### src/rtl/approx_pkg.sv
// Shared widths for the 8-bit approximate adder and its error monitor,
// plus the monitor's state encoding.
package approx_pkg;

  localparam int ADD_W = 8;
  localparam int SUM_W = 9;

  typedef enum logic {
    ACCUM  = 1'b0,
    REPORT = 1'b1
  } mon_state_t;

endpackage

### src/rtl/err_dist.sv
// Error distance between the exact and approximate 9-bit sums.
module err_dist
  import approx_pkg::*;
(
  input  logic [SUM_W-1:0] exact,
  input  logic [SUM_W-1:0] approx,
  output logic [SUM_W-1:0] ed
);

  logic [SUM_W:0] diff;

  // One extra bit keeps the sign, so the magnitude never wraps.
  assign diff = {1'b0, exact} - {1'b0, approx};
  assign ed   = diff[SUM_W] ? SUM_W'(-diff) : diff[SUM_W-1:0];

endmodule

### src/rtl/approx_err_monitor.sv
// Accumulates error statistics of the approximate adder over WINDOW samples
// and presents one report per window on a valid/ready handshake.
module approx_err_monitor
  import approx_pkg::*;
#(
  parameter int WINDOW = 256,
  parameter int CNT_W  = $clog2(WINDOW) + 1,
  parameter int EDS_W  = SUM_W + CNT_W
) (
  input  logic             clk,
  input  logic             rst,
  input  logic             in_valid,
  output logic             in_ready,
  input  logic [ADD_W-1:0] in_a,
  input  logic [ADD_W-1:0] in_b,
  input  logic [SUM_W-1:0] in_approx,
  output logic             rpt_valid,
  input  logic             rpt_ready,
  output logic [CNT_W-1:0] rpt_err_cnt,
  output logic [EDS_W-1:0] rpt_ed_sum,
  output logic [SUM_W-1:0] rpt_ed_max,
  output logic [SUM_W-1:0] rpt_med
);

  localparam int               LOG_W   = $clog2(WINDOW);
  localparam logic [CNT_W-1:0] WIN_CNT = CNT_W'(WINDOW);

  mon_state_t       state;
  logic [CNT_W-1:0] acc_cnt;
  logic [CNT_W-1:0] done_cnt;
  logic [CNT_W-1:0] err_cnt;
  logic [EDS_W-1:0] ed_sum;
  logic [SUM_W-1:0] ed_max;

  logic [ADD_W-1:0] s1_a;
  logic [ADD_W-1:0] s1_b;
  logic [SUM_W-1:0] s1_approx;
  logic             s1_v;

  logic             accept;
  logic [SUM_W-1:0] exact;
  logic [SUM_W-1:0] ed;
  logic [EDS_W-1:0] sum_nxt;
  logic [SUM_W-1:0] max_nxt;
  logic [CNT_W-1:0] err_nxt;

  assign in_ready = !rst && (state == ACCUM) && (acc_cnt < WIN_CNT);
  assign accept   = in_valid && in_ready;

  assign exact = SUM_W'(s1_a) + SUM_W'(s1_b);

  err_dist u_err_dist (
    .exact  (exact),
    .approx (s1_approx),
    .ed     (ed)
  );

  assign sum_nxt = ed_sum + EDS_W'(ed);
  assign max_nxt = (ed > ed_max) ? ed : ed_max;
  assign err_nxt = err_cnt + {{(CNT_W-1){1'b0}}, |ed};

  // Stage 1 captures accepted samples; stage 2 folds the registered sample
  // into the window statistics and latches the report on the final sample.
  always_ff @(posedge clk) begin
    if (rst) begin
      state       <= ACCUM;
      acc_cnt     <= '0;
      done_cnt    <= '0;
      err_cnt     <= '0;
      ed_sum      <= '0;
      ed_max      <= '0;
      s1_a        <= '0;
      s1_b        <= '0;
      s1_approx   <= '0;
      s1_v        <= 1'b0;
      rpt_valid   <= 1'b0;
      rpt_err_cnt <= '0;
      rpt_ed_sum  <= '0;
      rpt_ed_max  <= '0;
      rpt_med     <= '0;
    end else begin
      s1_v <= accept;
      if (accept) begin
        s1_a      <= in_a;
        s1_b      <= in_b;
        s1_approx <= in_approx;
        acc_cnt   <= acc_cnt + CNT_W'(1);
      end

      case (state)
        ACCUM: begin
          if (s1_v) begin
            ed_sum   <= sum_nxt;
            ed_max   <= max_nxt;
            err_cnt  <= err_nxt;
            done_cnt <= done_cnt + CNT_W'(1);
            if (done_cnt == WIN_CNT - CNT_W'(1)) begin
              state       <= REPORT;
              rpt_valid   <= 1'b1;
              rpt_err_cnt <= err_nxt;
              rpt_ed_sum  <= sum_nxt;
              rpt_ed_max  <= max_nxt;
              rpt_med     <= SUM_W'(sum_nxt >> LOG_W);
            end
          end
        end
        REPORT: begin
          if (rpt_ready) begin
            state     <= ACCUM;
            rpt_valid <= 1'b0;
            acc_cnt   <= '0;
            done_cnt  <= '0;
            err_cnt   <= '0;
            ed_sum    <= '0;
            ed_max    <= '0;
          end
        end
      endcase
    end
  end

endmodule
### config.mk
export PLATFORM = sky130hd
export DESIGN_NAME = approx_err_monitor
export DESIGN_NICKNAME = d
export VERILOG_FILES = /design/src/rtl/approx_pkg.sv /design/src/rtl/err_dist.sv /design/src/rtl/approx_err_monitor.sv
export SDC_FILE = /design/constraint.sdc
export NUM_CORES = 1
export LEC_CHECK = 0
export BUFFER_PORTS_ARGS = -buffer_cell sky130_fd_sc_hd__buf_2
export CORE_MARGIN = 1
export CORE_UTILIZATION = 35
export DETAILED_ROUTE_END_ITERATION = 8
export GPL_TIMING_DRIVEN = 0
export HOLD_SLACK_MARGIN = 0.06
export PLACE_DENSITY_LB_ADDON = 0.05
export SLEW_MARGIN = 20
export SYNTH_ARGS = -nofsm -noshare
export SYNTH_HDL_FRONTEND = slang
export SYNTH_SLANG_ARGS = --single-unit
### constraint.sdc
create_clock -name clk -period 4.18 [get_ports clk]
set_clock_uncertainty 0.15 [all_clocks]
set_input_delay 0.209 -clock clk [delete_from_list [all_inputs] [get_ports clk]]
set_output_delay 0.209 -clock clk [all_outputs]
set_load 0.02 [all_outputs]
# Word level (Yosys, flattened, before mapping)

Cells that the tools add are included.
W data, S select, Z words.

Register bits: 127
Input port bits: 29
Output and inout port bits: 47
Logic and storage cells: 60

$add $sub $neg: 7
Order comparisons: 2
Eq/ne operators: 4
Multiplexer cells: 23
Bitwise gates (word level): 1
Reduce and logical (&&, ||, !) cells: 8

Operator list:

| cell                  | count |
|---|---|
| $mux W9               | 9 |
| $pmux W9 S2           | 3 |
| $mux W18              | 2 |
| $pmux W18 S2          | 1 |
| $add A18 B9 Y18       | 1 |
| $add A9 B1 Y9 const B | 2 |
| $sub A9 B9 Y10        | 1 |
| $add A8 B8 Y9         | 1 |
| $add A9 B1 Y9         | 1 |
| $eq A9 B8 Y1 const B  | 1 |
| $gt A9 B9 Y1          | 1 |
| $lt A9 B9 Y1 const B  | 1 |
| $neg A9 Y9            | 1 |
| $reduce_or A9 Y1      | 1 |
| $mux W1               | 6 |
| $reduce_and A3 Y1     | 2 |
| $ne A2 B2 Y1 const B  | 2 |
| $pmux W1 S2           | 2 |
| $logic_and A1 B1 Y1   | 3 |
| $ne A2 B1 Y1 const B  | 1 |
| $reduce_and A2 Y1     | 1 |
| $logic_not A1 Y1      | 1 |
| $not A1 Y1            | 1 |

# Longest topological paths before layout

Word-level depth: 8
Mapped depth: 23
Mapped depth without buffers: 22

# By module

From an unflattened synthesis, not the netlist that was laid out.

Cells, all modules: 784
Area total of the unflattened synthesis: 6313.6 µm²

By module, submodules not included:

| module             | instances | cells an instance | area an instance (µm²) | sequential area each (µm²) |
|---|---|---|---|---|
| approx_err_monitor | 1         | 693               | 5675.4                 | 2362.3 |
| err_dist           | 1         | 91                | 638.1                  | 0.0 |

# Least setup slack after synthesis

Ideal clock, no wire load.

Kind: reg2reg
Start point: register s1_a[1]
End point: register rpt_ed_max[3]
Setup time: 0.122 ns
Data arrival time: 4.289 ns
Required time: 3.908 ns
Path slack: -0.381 ns
Cell stages (with the launch flop): 21
Path buffers: 1
Period minus slack after synthesis: 4.561 ns
Cell sequence: dfxtp_1 inv_1 fa_1 inv_1 fa_1 a211o_1 a21oi_1 nor2_1 or3_1 o31ai_1 xor2_1 inv_1 ha_1 nand4_1 nor3_1 o2111a_1 a21oi_1 o211a_1 buf_6 and3_1 a311o_1

Longest elaborated chain between the ends: 6

RTL lines:

| element                  | RTL line                  | RTL |
|---|---|---|
| start: declaration       | approx_err_monitor.sv:35  | `logic [ADD_W-1:0] s1_a;` |
| start signal: assignment | approx_err_monitor.sv:84  | `s1_a <= in_a;` |
| $add A8 B8 Y9 (*)        | approx_err_monitor.sv:50  | `assign exact = SUM_W'(s1_a) + SUM_W'(s1_b);` |
| $sub A9 B9 Y10 (*)       | err_dist.sv:13            | `assign diff = {1'b0, exact} - {1'b0, approx};` |
| $neg A9 Y9               | err_dist.sv:14            | `assign ed = diff[SUM_W] ? SUM_W'(-diff) : diff[SUM_W-1:0];` |
| $mux W9 (*)              | err_dist.sv:14            |  |
| $gt A9 B9 Y1             | approx_err_monitor.sv:59  | `assign max_nxt = (ed > ed_max) ? ed : ed_max;` |
| $mux W9 (*)              | approx_err_monitor.sv:59  |  |
| end signal: assignment   | approx_err_monitor.sv:102 | `rpt_ed_max <= max_nxt;` |
| end: declaration         | approx_err_monitor.sv:21  | `output logic [SUM_W-1:0] rpt_ed_max,` |

Every way passes the cells marked *; elsewhere a longest branch is shown, timed or not.
A chain may end at the register's enable or synchronous reset.

# Worst setup path after layout

Start point: register s1_b[1]
End point: register rpt_ed_max[3]

Longest elaborated chain between the ends: 6

RTL lines:

| element                  | RTL line                 | RTL |
|---|---|---|
| start: declaration       | approx_err_monitor.sv:36 | `logic [ADD_W-1:0] s1_b;` |
| start signal: assignment | approx_err_monitor.sv:85 | `s1_b <= in_b;` |
| $add A8 B8 Y9 (*)        | approx_err_monitor.sv:50 |  |
| $sub A9 B9 Y10 (*)       | err_dist.sv:13           |  |
| $neg A9 Y9               | err_dist.sv:14           |  |
| $mux W9 (*)              | err_dist.sv:14           |  |
| $gt A9 B9 Y1             | approx_err_monitor.sv:59 |  |
| $mux W9 (*)              | approx_err_monitor.sv:59 |  |

Marked as above.

==> summary.md <==
| Metric | Value |
|---|---|
| Die span in x | `137 um` |
| Synth Register Bits | `118` |
| Ant diodes | `0` |
| DR iter-0 viols | `357` |
| Critical Path Source | `s1_b[1]` |
| Crit-path cells | `inv_2 > fa_1 > inv_2 > fa_2 > a211oi_2 > o21ai_2 > a221oi_4 > buf_4 > o31a_1 > xnor3_2 > inv_2 > ha_4 > nand4_1 > nor3_2 > o2111a_1 > a21oi_1 > o211a_1 > buf_6 > buf_4 > nor4_2 > a311o_1` |
| Post-Syn Area per Cell | `8.08 um^2` |
| CTS tree | `built` |
| MaxCap Viol Count | `0` |
| Worst-case clock buffer depth | `2` |
| Final Cycle Share | `113%` |
| Antenna violations before repair | `0` |
| DR WL/cell | `17.1 um` |
| CP Buf/Inv Count | `6` |
| Slew headroom | `36.7%` |
| Netlist cell types | `60` |
| Design Area, Final | `0.00946 mm^2` |
| Worst vdd ir | `565 uV` |
| Clock latency on the worst-skew pair | `0.42 ns` |
| Syn Inst Count | `784` |
| Tmin final | `4.70 ns` |
| Synth warn | `0` |
| Crit Path Max Fanout | `4` |
| Min-delay src | `rst` |
| Synth async-reset ratio | `0%` |
| DRT Wirelength | `20600 um` |
| Placeable Area | `0.0175 mm^2` |
| Htree depth | `4` |
| Main synth FF type | `dfxtp_1` |
| Nature of the critical path startpoint | `register` |
| Crit path max-delay family | `compound AO/OA/AOI/OAI gates` |
| Finish-stage setup viols | `54` |
| Max Slew Vio Count | `0` |
| Commonest non-fill, non-tap cell in the layout | `dfxtp_1` |
| Leakage | `0.00375 uW` |
| Die area | `0.0186 mm^2` |
| Final hold viol count | `0` |
| CP max-delay cell | `fa_1` |
| Area Growth Syn to Fin | `49.4%` |
| CTS buffer count | `17` |
| Die Height | `137 um` |
| Crit path DAT | `4.86 ns` |
| Share of post-route cells with drive strength above 1 | `33.7%` |
| RSZ-0062 raised after global routing | `true` |
| Least-Margin Pin Slew | `0.950 ns` |
| Number of enable flip-flop cells after synthesis | `0` |
| Antenna Nets Post-Route | `0` |
| Clock slew at reported path FFs | `0.05 ns` |
| # rows | `48` |
| TritonRoute pass-1 iters | `5` |
| Most frequent cells in the layout | `116 x dfxtp_1, 94 x nand2_1, 83 x nor2_1` |
| Critical path required time | `4.34 ns` |
| Worst R2R Start | `s1_b[1]` |
| Critical path's largest stage delay | `0.54 ns` |
| Kind of critical path | `reg -> reg` |
| Clk sink count | `118` |
| Sum of negative setup slack | `-15.99 ns` |
| Synth Net Count | `856` |
| Vias in the first global route | `6137` |
| Syn Std Cell Area | `0.00633 mm^2` |
| Vias/cell | `5.22` |
| Min-Delay Path Class | `in -> reg` |
| Dpl hpwl | `13500 um` |
| Drt drc | `0` |
| CP most frequent cell | `inv_2` |
| Failing checks | `negative setup slack` |
| Final net count | `1041` |
| Gr ovfl total | `0` |
| DR vias | `6288` |
| Largest net degree at the start of global routing | `17` |
| Fmax achieved | `0.213 GHz` |
| CP Capture Type | `register` |
| Root Driver | `clkbuf_16` |
| Starting density of the core | `36.2%` |
| Setup ws final | `-0.524 ns` |
| Buffers on Ports | `75` |
| Global-route wire length before repair | `31600 um` |
| Pwr Density | `644 mW/mm^2` |
| Sequential-to-total area share from yosys stat | `37.3%` |
| Final RePlAce weighted congestion | `0.855` |
| Status | `finished, violations left` |
| GRT Util Overall | `22.4%` |
| Placed Area | `0.00705 mm^2` |
| # IOs | `76` |
registers in the layout, summed over array words and instances, names as in the netlist:
register	count
s1_a	8
s1_v	1
rpt_ed_max	9
rpt_ed_sum	18
s1_approx	9
acc_cnt	9
err_cnt	9
rpt_err_cnt	9
state	1
rpt_valid	1
done_cnt	9
ed_sum	18
s1_b	8
ed_max	9
kinds of logic after synthesis:
kind of cell	Yosys count	synth area share [%]
compound gates	193	20.1
xor+xnor	39	5.61
fa+ha+maj	43	9.56
buf+inv	108	7.31
flops	118	37.3
mux	3	0.474
simple gates	280	19.7
timing repair:
item	in CTS	in global routing
resized for setup	105	101
endpoints found under the setup margin	59	62
setup buffers	39	28
hold buffers	25	0
hold endpoints to repair	25	0
pin swaps	70	58
cloned	2	0
metal layers:
metal	global-route usage, %	wire (um)	part of all wire (%)
met1	28.7	9270	45
met2	37.6	10000	49
met3	4.37	911	4.4
met5	0	0	0
met4	6.79	405	2.0
report_power, final:
| part | switching, uW | internal (uW) |
|---|---|---|
| clock | 532 | 1060 |
| combinational | 1610 | 1660 |
| sequential | 50.3 | 1190 |
cells in the mapped netlist (8+ instances only):
master,n,area [um^2]
dfxtp_1,118,2360
nand2_1,102,383
nor2_1,89,334
a21oi_1,69,345
inv_1,61,229
ha_1,34,425
clkbuf_1,28,105
o21ai_0,28,140
xnor2_1,25,219
nand3_1,18,90.1
a211oi_1,16,120
a22oi_1,16,120
and3_1,15,93.8
and2_1,13,81.3
xor2_1,13,114
nor3_1,11,55.1
a32oi_1,10,87.6
nand4_1,10,62.6
buf_4,9,67.6
fa_1,9,180
or3_1,8,50.1
metrics by stage:
stage | cells | hold slack [ns] | setup WS [ns] | total power [uW] | util (%)
2_1_floorplan | 784 | 0.187 | -0.216 | 2520 | -
3_3_place_gp | 1084 | 0.295 | -0.889 | 2880 | 40.4
3_5_place_dp | 1084 | 0.296 | -0.917 | 2910 | 40.4
4_1_cts | 1180 | 0.0804 | -0.518 | 5420 | 50.2
5_1_grt | 1205 | 0.0970 | -0.713 | 6390 | 54.1
6_report | 1205 | 0.0871 | -0.524 | 6100 | 54.1
final timing paths:
check	endpoint	slack, ns	cells past startpoint
min reg2reg	s1_b[7]	0.30	2
max reg2reg	rpt_ed_max[3]	-0.52	21
min	ed_max[8]	0.09	3
max	rpt_ed_max[3]	-0.52	21
tightest hold or removal path, stage by stage:
cell,delay (ns)
buf_2,0.19
or4_1,0.14
o31ai_1,0.05
final cells by class:
cell class	instances	area, um^2
clock inverters	7	144
clock buffers	23	488
well taps	225	282
flip-flops and latches	118	2360
plain buffers	45	226
fillers	1571	8010
multi-input cells	558	4490
repair buffers	166	1230
inverters	63	236
Note: power is estimated with default switching activity, not from simulation.
